File: src/rtl/gaussian_frame_ctrl.sv
// gfc_fifo: small generic FIFO with occupancy count; DEPTH must be a power of two.
// Latency: 1 cycle write-to-read; head is visible combinationally on rd_dat.
// Backpressure: writes are dropped when full unless a read happens in the same cycle.
module gfc_fifo #(
  parameter int WIDTH = 8,
  parameter int DEPTH = 2,
  localparam int AW = (DEPTH > 1) ? $clog2(DEPTH) : 1,
  localparam int CW = $clog2(DEPTH + 1)
) (
  input  logic             clk,
  input  logic             rst,
  input  logic             wr_vld,
  input  logic [WIDTH-1:0] wr_dat,
  input  logic             rd_rdy,
  output logic             rd_vld,
  output logic [WIDTH-1:0] rd_dat,
  output logic [CW-1:0]    count
);
  logic [WIDTH-1:0] mem [DEPTH];
  logic [AW-1:0]    wr_ptr, rd_ptr;
  logic             wr_ok, rd_ok;

  assign rd_vld = (count != '0);
  assign rd_ok  = rd_vld && rd_rdy;
  assign wr_ok  = wr_vld && ((count != CW'(DEPTH)) || rd_ok);
  assign rd_dat = mem[rd_ptr];

  always_ff @(posedge clk) begin
    if (rst) begin
      wr_ptr <= '0;
      rd_ptr <= '0;
      count  <= '0;
    end else begin
      if (wr_ok) wr_ptr <= wr_ptr + AW'(1);
      if (rd_ok) rd_ptr <= rd_ptr + AW'(1);
      if (wr_ok && !rd_ok)      count <= count + CW'(1);
      else if (rd_ok && !wr_ok) count <= count - CW'(1);
    end
  end

  always_ff @(posedge clk) begin
    if (wr_ok) mem[wr_ptr] <= wr_dat;
  end
endmodule

// gaussian_frame_ctrl: frame sequencer for a 5x5 Gaussian core; status ports under GAUSS_FRAME_CTRL_STATUS_EN.
// Latency: CORE_LATENCY enabled core cycles from window-complete pixel to capture, +1 cycle to m_valid.
// Backpressure: input and core stall whenever FIFO occupancy plus an in-flight capture reaches 2.
module gaussian_frame_ctrl #(
  parameter int PIXEL_WIDTH  = 8,
  parameter int DIM_WIDTH    = 12,
  parameter int CORE_LATENCY = 6
) (
  input  logic                   clk,
  input  logic                   rst,
  input  logic                   start,
  input  logic [DIM_WIDTH-1:0]   cfg_width,
  input  logic [DIM_WIDTH-1:0]   cfg_height,
  output logic                   busy,
  output logic                   frame_done,
  input  logic                   s_valid,
  output logic                   s_ready,
  input  logic [PIXEL_WIDTH-1:0] s_data,
  input  logic                   s_last,
  output logic                   lb_wr_en,
  output logic [DIM_WIDTH-1:0]   lb_col,
  output logic [PIXEL_WIDTH-1:0] lb_pixel,
  output logic                   core_enable,
  output logic                   core_valid_in,
  input  logic [PIXEL_WIDTH-1:0] core_pixel_out,
  input  logic                   core_valid_out,
  output logic                   m_valid,
  input  logic                   m_ready,
  output logic [PIXEL_WIDTH-1:0] m_data,
  output logic                   m_last,
  output logic                   m_user
`ifdef GAUSS_FRAME_CTRL_STATUS_EN
  ,
  output logic [15:0]            frame_count,
  output logic                   err_line
`endif
);
  localparam int FW = (CORE_LATENCY > 1) ? $clog2(CORE_LATENCY + 1) : 1;

  typedef enum logic [1:0] {IDLE, RUN, FLUSH, DRAIN} state_t;

  state_t                 state, state_nxt;
  logic [DIM_WIDTH-1:0]   w_q, h_q, in_x, in_y, out_x;
  logic [FW-1:0]          flush_cnt;
  logic                   core_adv_q, first_q;
  logic [1:0]             fifo_count;
  logic [PIXEL_WIDTH-1:0] fifo_head;
  logic                   fifo_vld;
  logic                   start_go, space_ok, accept, flush_go, capture, pop;
  logic                   last_px, drain_done, x_at_end;

  assign start_go   = (state == IDLE) && start &&
                      (cfg_width >= DIM_WIDTH'(5)) && (cfg_height >= DIM_WIDTH'(5));
  // A capture pending from last cycle's core step still needs a FIFO slot.
  assign space_ok   = (fifo_count + {1'b0, core_adv_q}) < 2'd2;
  assign accept     = s_valid && s_ready;
  assign x_at_end   = (in_x == w_q - DIM_WIDTH'(1));
  assign last_px    = x_at_end && (in_y == h_q - DIM_WIDTH'(1));
  assign drain_done = (fifo_count == 2'd0) && !core_adv_q;
  assign capture    = core_adv_q && core_valid_out;
  assign pop        = m_valid && m_ready;

  always_comb begin
    state_nxt   = state;
    s_ready     = 1'b0;
    core_enable = 1'b0;
    flush_go    = 1'b0;
    case (state)
      IDLE:  if (start_go) state_nxt = RUN;
      RUN: begin
        s_ready     = space_ok;
        core_enable = s_valid && space_ok;
        if (s_valid && space_ok && last_px) state_nxt = FLUSH;
      end
      FLUSH: begin
        flush_go    = space_ok;
        core_enable = space_ok;
        if (space_ok && (flush_cnt == FW'(CORE_LATENCY - 1))) state_nxt = DRAIN;
      end
      DRAIN: if (drain_done) state_nxt = IDLE;
      default: state_nxt = IDLE;
    endcase
  end

  assign busy          = (state != IDLE);
  assign lb_wr_en      = accept;
  assign lb_col        = accept ? in_x : '0;
  assign lb_pixel      = accept ? s_data : '0;
  assign core_valid_in = accept && (in_x >= DIM_WIDTH'(4)) && (in_y >= DIM_WIDTH'(4));
  assign m_valid       = fifo_vld;
  assign m_data        = fifo_vld ? fifo_head : '0;
  assign m_last        = fifo_vld && (out_x == w_q - DIM_WIDTH'(5));
  assign m_user        = fifo_vld && first_q;

  always_ff @(posedge clk) begin
    if (rst) begin
      state      <= IDLE;
      w_q        <= '0;
      h_q        <= '0;
      in_x       <= '0;
      in_y       <= '0;
      out_x      <= '0;
      flush_cnt  <= '0;
      core_adv_q <= 1'b0;
      first_q    <= 1'b0;
      frame_done <= 1'b0;
    end else begin
      state      <= state_nxt;
      core_adv_q <= core_enable;
      frame_done <= (state == DRAIN) && drain_done;
      if (start_go) begin
        w_q       <= cfg_width;
        h_q       <= cfg_height;
        in_x      <= '0;
        in_y      <= '0;
        out_x     <= '0;
        flush_cnt <= '0;
        first_q   <= 1'b1;
      end
      if (accept) begin
        if (x_at_end) begin
          in_x <= '0;
          in_y <= in_y + DIM_WIDTH'(1);
        end else begin
          in_x <= in_x + DIM_WIDTH'(1);
        end
      end
      if (flush_go) flush_cnt <= flush_cnt + FW'(1);
      if (pop) begin
        first_q <= 1'b0;
        out_x   <= (out_x == w_q - DIM_WIDTH'(5)) ? '0 : out_x + DIM_WIDTH'(1);
      end
    end
  end

  gfc_fifo #(.WIDTH(PIXEL_WIDTH), .DEPTH(2)) u_out_fifo (
    .clk    (clk),
    .rst    (rst),
    .wr_vld (capture),
    .wr_dat (core_pixel_out),
    .rd_rdy (m_ready),
    .rd_vld (fifo_vld),
    .rd_dat (fifo_head),
    .count  (fifo_count)
  );

`ifdef GAUSS_FRAME_CTRL_STATUS_EN
  always_ff @(posedge clk) begin
    if (rst) begin
      frame_count <= '0;
      err_line    <= 1'b0;
    end else begin
      if (frame_done) frame_count <= frame_count + 16'd1;
      if (start_go) err_line <= 1'b0;
      else if (accept && (s_last != x_at_end)) err_line <= 1'b1;
    end
  end
`else
  logic s_last_unused;
  assign s_last_unused = s_last;
`endif
endmodule

File: config.mk
export PLATFORM = sky130hd
export DESIGN_NAME = gaussian_frame_ctrl
export DESIGN_NICKNAME = d
export VERILOG_FILES = /design/src/rtl/gaussian_frame_ctrl.sv
export SDC_FILE = /design/constraint.sdc
export NUM_CORES = 1
export LEC_CHECK = 0
export CORE_MARGIN = 4
export CORE_UTILIZATION = 55
export DETAILED_ROUTE_END_ITERATION = 10
export HOLD_SLACK_MARGIN = 0.05
export PLACE_DENSITY = 0.92
export SLEW_MARGIN = 20
export SYNTH_ARGS = -nofsm -noshare
export SYNTH_HDL_FRONTEND = slang
export SYNTH_SLANG_ARGS = --single-unit
File: constraint.sdc
create_clock -name clk -period 3.3 [get_ports clk]
set_clock_uncertainty 0.1 [all_clocks]
set_input_delay 0.66 -clock clk [delete_from_list [all_inputs] [get_ports clk]]
set_output_delay 0.66 -clock clk [all_outputs]
set_load 0.005 [all_outputs]
* After elaboration in Yosys (flattened, before gate mapping)
Memory sizes are Yosys's and may differ from the RTL's. A register that Yosys moved wholly into a read port is not among the register bits. Index checks and enable logic that the tools add are counted.
Storage, ports and cells: register bits after elaboration 72, memory bits (writable) 16, output and inout bits 37, word-level logic and storage cells 103, memories kept 1
Memory list:
- u_out_fifo.mem | words 2, width 8, rd ports 1, clocked after Yosys merged registers in 1, write ports 1, RTL line 19 | logic [WIDTH-1:0] mem [DEPTH];
Operators by class: add/sub/neg operators 12, order comparisons 5, equal/unequal tests 12, multiplexer cells 27, reduce and logical (&&, ||, !) cells 33
Operator list (count):
- 2-to-1 mux 12 bit | 9
- >= comparator 12 x 3 -> 1 bit (second input constant) | 4
- adder 12 x 1 -> 12 bit (second input constant) | 3
- == test 12 bit | 3
- subtractor 12 x 1 -> 12 bit (second input constant) | 2
- logical AND 1 bit | 19
- 2-to-1 mux 8 bit | 2
- 2-to-1 mux 2 bit | 6
- nonzero test 2 bit | 6
- subtractor 12 x 3 -> 12 bit (second input constant) | 1
- inequality test 2 bit (second input constant) | 5
- case mux 2 bit (4 select lines) | 1
- 2-to-1 mux 1 bit | 6
- 2-to-1 mux 3 bit | 2
- == test 2 bit (second input constant) | 2
- logical NOT 2 bit | 2
- AND reduction 4 bit | 1
- adder 3 x 1 -> 3 bit (second input constant) | 1
- == test 3 bit (second input constant) | 1
- logical NOT 1 bit | 3
- adder 1 bit (second input constant) | 2
- adder 2 x 1 -> 2 bit | 1
- adder 2 x 1 -> 2 bit (second input constant) | 1
- == test 2 x 1 -> 1 bit (second input constant) | 1
- other kinds (5) | 5

* Logic depth before layout (Yosys ltp)
depth in word-level cells 8, gate-level depth with buffers 13

* Cells and area by module
A second synthesis with hierarchy kept.
Unflattened totals: cell total of the unflattened synthesis 657, area total of the unflattened synthesis 5637.9 µm²
By module, submodules not included:
- gaussian_frame_ctrl | instances 1, cells each 608, area each 4835.9 µm², sequential area each 1361.3 µm²
- gfc_fifo | instances 1, cells each 49, area each 802.0 µm², sequential area each 580.6 µm²

* Worst setup path after synthesis
Ideal clock, no wire load.
kind reg-to-output, start point reg w_q[0], end point out m_last, arrival time 1.966 ns, data required time 2.540 ns, path slack 0.574 ns, stages on the path, launching flop included 11, path buffers 2, path through dfxtp_1 -> buf_2 -> inv_1 -> ha_1 -> buf_2 -> xnor2_1 -> nor3_1 -> a211oi_1 -> a2111oi_4 -> o2111ai_1 -> nor2_1
Between the ends: longest elaborated chain between the ends 3
Ends and longest elaborated chain:
- start, declared | RTL line 88 | logic [DIM_WIDTH-1:0] w_q, h_q, in_x, in_y, out_x;
- start signal, assigned | RTL line 157 | w_q <= cfg_width;
- subtractor 12 x 3 -> 12 bit | RTL line 137 | assign m_last = fifo_vld && (out_x == w_q - DIM_WIDTH'(5));
- == test 12 bit | RTL line 137
- logical AND 1 bit | RTL line 137
- end, declared | RTL line 75 | output logic m_last,
No other way between the ends.

* Final worst setup path
start point reg w_q[1], end point out m_last
The elaborated chain is that of the path after synthesis.

==> metrics <==
CTS Root Cell=clkbuf_8; post-synth net total=701; power density over cell area=556.2 nW/µm²; largest net degree at the start of global routing=31; R2R cell count=10; Via density=roughly 6; cell row count=36; WL per Instance=17.55 µm; Worst Hold Class=reg2reg; Worst-path clk slew=0.10 ns; placed wire-length estimate=between 10,000 and 15,000 µm; status=finished clean; critical-path cell list=inv_1 > ha_2 > xnor2_1 > nor3_2 > a211oi_2 > a2111oi_4 > o2111ai_2 > nor2_1 > clkbuf_2; WHS Path Cells=2; Worst Path Buf+Inv=2; CP Data Required Time=2.54 ns; Total GRT Usage=25.75%; Fillers=roughly 700; Inserted Clock Buffers=9; Startpoint Class=flop; most frequent cells in the layout=clkdlybuf4s50_1 (81), nor2_1 (67), dfxtp_1 (67), mux2i_1 (54), buf_4 (39); count of pins over their slew limit=0; antenna violations before repair=0; # setup viols final=0; Netlist Area Pre-Place=5583 µm²; die height=108.8 µm; Clk pwr share=19.3%; Min-Delay Endpoint=first_q; Synth Flop Type=dfxtp_1; # hold bufs at CTS=0; Hold Vio Cnt, Final=0; sum of negative setup slack=0 ns; first drt pass iteration count=6; internal power=~2.4 mW; Setup CP Type=reg2out; worst skew pair latency=about 0.37 ns; Inserted Diodes=0; Slew @ Worst Pin=between 0.8 and 0.9 ns; clk sinks=between 80 and 90; Peak VDD IR=0.5176 mV; most common cell after layout, fill and taps aside=clkdlybuf4s50_1; Vias=5,221; fmax=313.0 MHz; Final Cycle Share=96.81%; FFs w/ async S/R, synth=0%; Yosys top cell by area=dfxtp_1; grt ovf=0; Tmin final=3.195 ns; IO Port Bufs=82; CP peak stage delay=roughly 0.37 ns; Area growth syn-to-layout=24.16%; post-synthesis cell count=between 600 and 700; Reg2Reg Setup Slack=approximately 0.23 ns; worst r2r dst=in_x[9]; WP data arrival=2.43 ns; logic gate share of total power=45.7%; post-synth cell types=between 60 and 70; Final Power=3.856 mW; max_cap viols=0; register area share after synthesis=between 30% and 40%; ratio of cells with drive above 1 in the final layout=13.20%; Synth Register Bits=89; number of global-route vias before repair=5,194; Crit Path Max Fanout=8; die area=11,830 µm²; Core ar.=9819 µm²; Crit. End Element=primary output; EDFF count, synth=16; post-synth top area share=26.18%; RSZ-0062 raised after global routing=false; Leakage=about 2.6 nW; ranking of synthesized cells by area=dfxtp_1 (26%), mux2i_1 (9.7%), edfxtp_1 (8.6%); boundary pin count=84; die width=108.8 µm; mean cell area of the mapped netlist=8.737 µm²; ANT nets after route=0; TritonCTS clock tree=done; sw frac=38.74%; critical path's top delay family=compound AO/OA/AOI/OAI gates; routability cong.=approximately 0.92; Reg-to-Reg Start=w_q[1]; Sequential Power Share=a little over a third; yosys warns=0; Total Nets Final=792; H-Tree Depth=3; Initial Util=56.86%; final wirelength=roughly 15,000 µm; first-pass GRT wire length=24,360 µm; DRT iter0 DRCs=around 420; Switch Pwr=1.494 mW; number of remaining DRC errors=0; Critical Path Stages=9; critical path's slowest cell=dfxtp_4; Slew headroom=46.00%; hold_sp=first_q; clk buf depth=2
stage by stage:
stage	setup WS, ns	util (%)	instances	area (µm²)	hold slack (ns)
6_report	0.1051	70.59	868	6932	0.3833
2_1_floorplan	0.5738	-	639	5583	0.3405
4_1_cts	0.08209	70.29	867	6902	0.3852
3_3_place_gp	0.07789	67.47	847	6625	0.3563
3_5_place_dp	0.005155	67.47	847	6625	0.3661
5_1_grt	0.008256	70.59	868	6932	0.4005
final cells by class:
| class | instances | area [µm²] | share of cell area [%] |
|---|---|---|---|
| Multi-Input combinational cell | 480 | 3396 | 48.99 |
| Clock inverter | 7 | 66.31 | 0.9567 |
| Sequential cell | 89 | 1954 | 28.19 |
| Timing Repair Buffer | 122 | 1120 | 16.16 |
| Clock buffer | 9 | 123.9 | 1.787 |
| Tap cell | 133 | 166.4 | 2.401 |
| Inverter | 28 | 105.1 | 1.516 |
worst reg2reg max path: cells and delay by family, from the launching register on:
kind	cells	cell delay (ns)
and+or+nand+nor	3	0.75
buffers and inverters	2	0.23
adders and majority gates	1	0.28
AOI/OAI and AO/OA	3	1.06
muxes	1	0.19
DFF	1	0.37
kinds of logic (layout without fill, tap and decap cells):
kind of cell               count (synthesis)  count (layout)  share of synthesized area (%)
xor gates and xnor gates                  54              54                          8.471
muxes                                     56              56                          10.09
adders and majority gates                 15              15                          3.362
and+or+nand+nor                          255             255                          24.41
DFF                                       89              89                          34.78
AOI/OAI and AO/OA                        100             100                          13.29
buffers and inverters                     70             166                          5.603
state kept, by name, summed over array words and instances, names as in the netlist, named ones only:
name               count
core_adv_q             1
first_q                1
flush_cnt              3
frame_done             1
h_q                   12
in_x                  12
in_y                  12
out_x                 12
state                  2
u_out_fifo.count       2
u_out_fifo.mem        16
u_out_fifo.rd_ptr      1
u_out_fifo.wr_ptr      1
w_q                   12
cells in the mapped netlist, types with 14 or more instances:
cell / n
dfxtp_1: 73
ha_1: 15
nand2_1: 37
edfxtp_1: 16
a21oi_1: 22
nor2_1: 68
mux2i_1: 54
and2_1: 22
xor2_1: 25
xnor2_1: 29
inv_1: 28
a31oi_1: 14
clkbuf_1: 25
nand3_1: 37
and3_1: 17
o21ai_0: 15
metal layers:
| layer | routed length, µm | vias up | track usage, % |
|---|---|---|---|
| li1 | - | 2449 | - |
| met5 | 0 | - | 0 |
| met4 | 539 | 0 | 10.37 |
| met2 | 7951 | 218 | 48.01 |
| met1 | 5943 | 2498 | 29.46 |
| met3 | 800 | 56 | 3.493 |
power by group through the flow:
stage / clock network (mW) / logic, mW / registers (mW)
final: 0.743 / 1.76 / 1.35
after global routing: 0.783 / 1.90 / 1.37
after CTS: 0.738 / 1.71 / 1.34
after floorplan: 0 / 1.14 / 1.31
after global placement: 0 / 1.57 / 1.35
after detailed placement: 0 / 1.65 / 1.36
what timing repair did:
item                       CTS  global route
buffers inserted             4             1
resized for setup           18             7
setup endpoints to repair    1            18
pin swaps                    8             4
gates cloned                 0             0
how the worst max path moves through the flow:
| stage | startpoint | end | slack (ns) |
|---|---|---|---|
| global placement | w_q[3] | m_last | 0.08 |
| detailed placement | w_q[1] | m_last | 0.005 |
| floorplan | w_q[0] | m_last | 0.57 |
| CTS | w_q[3] | m_last | 0.08 |
| finish | w_q[1] | m_last | 0.11 |
| global route | w_q[3] | m_last | 0.008 |
No activity file was read; power rests on OpenSTA's default activity.
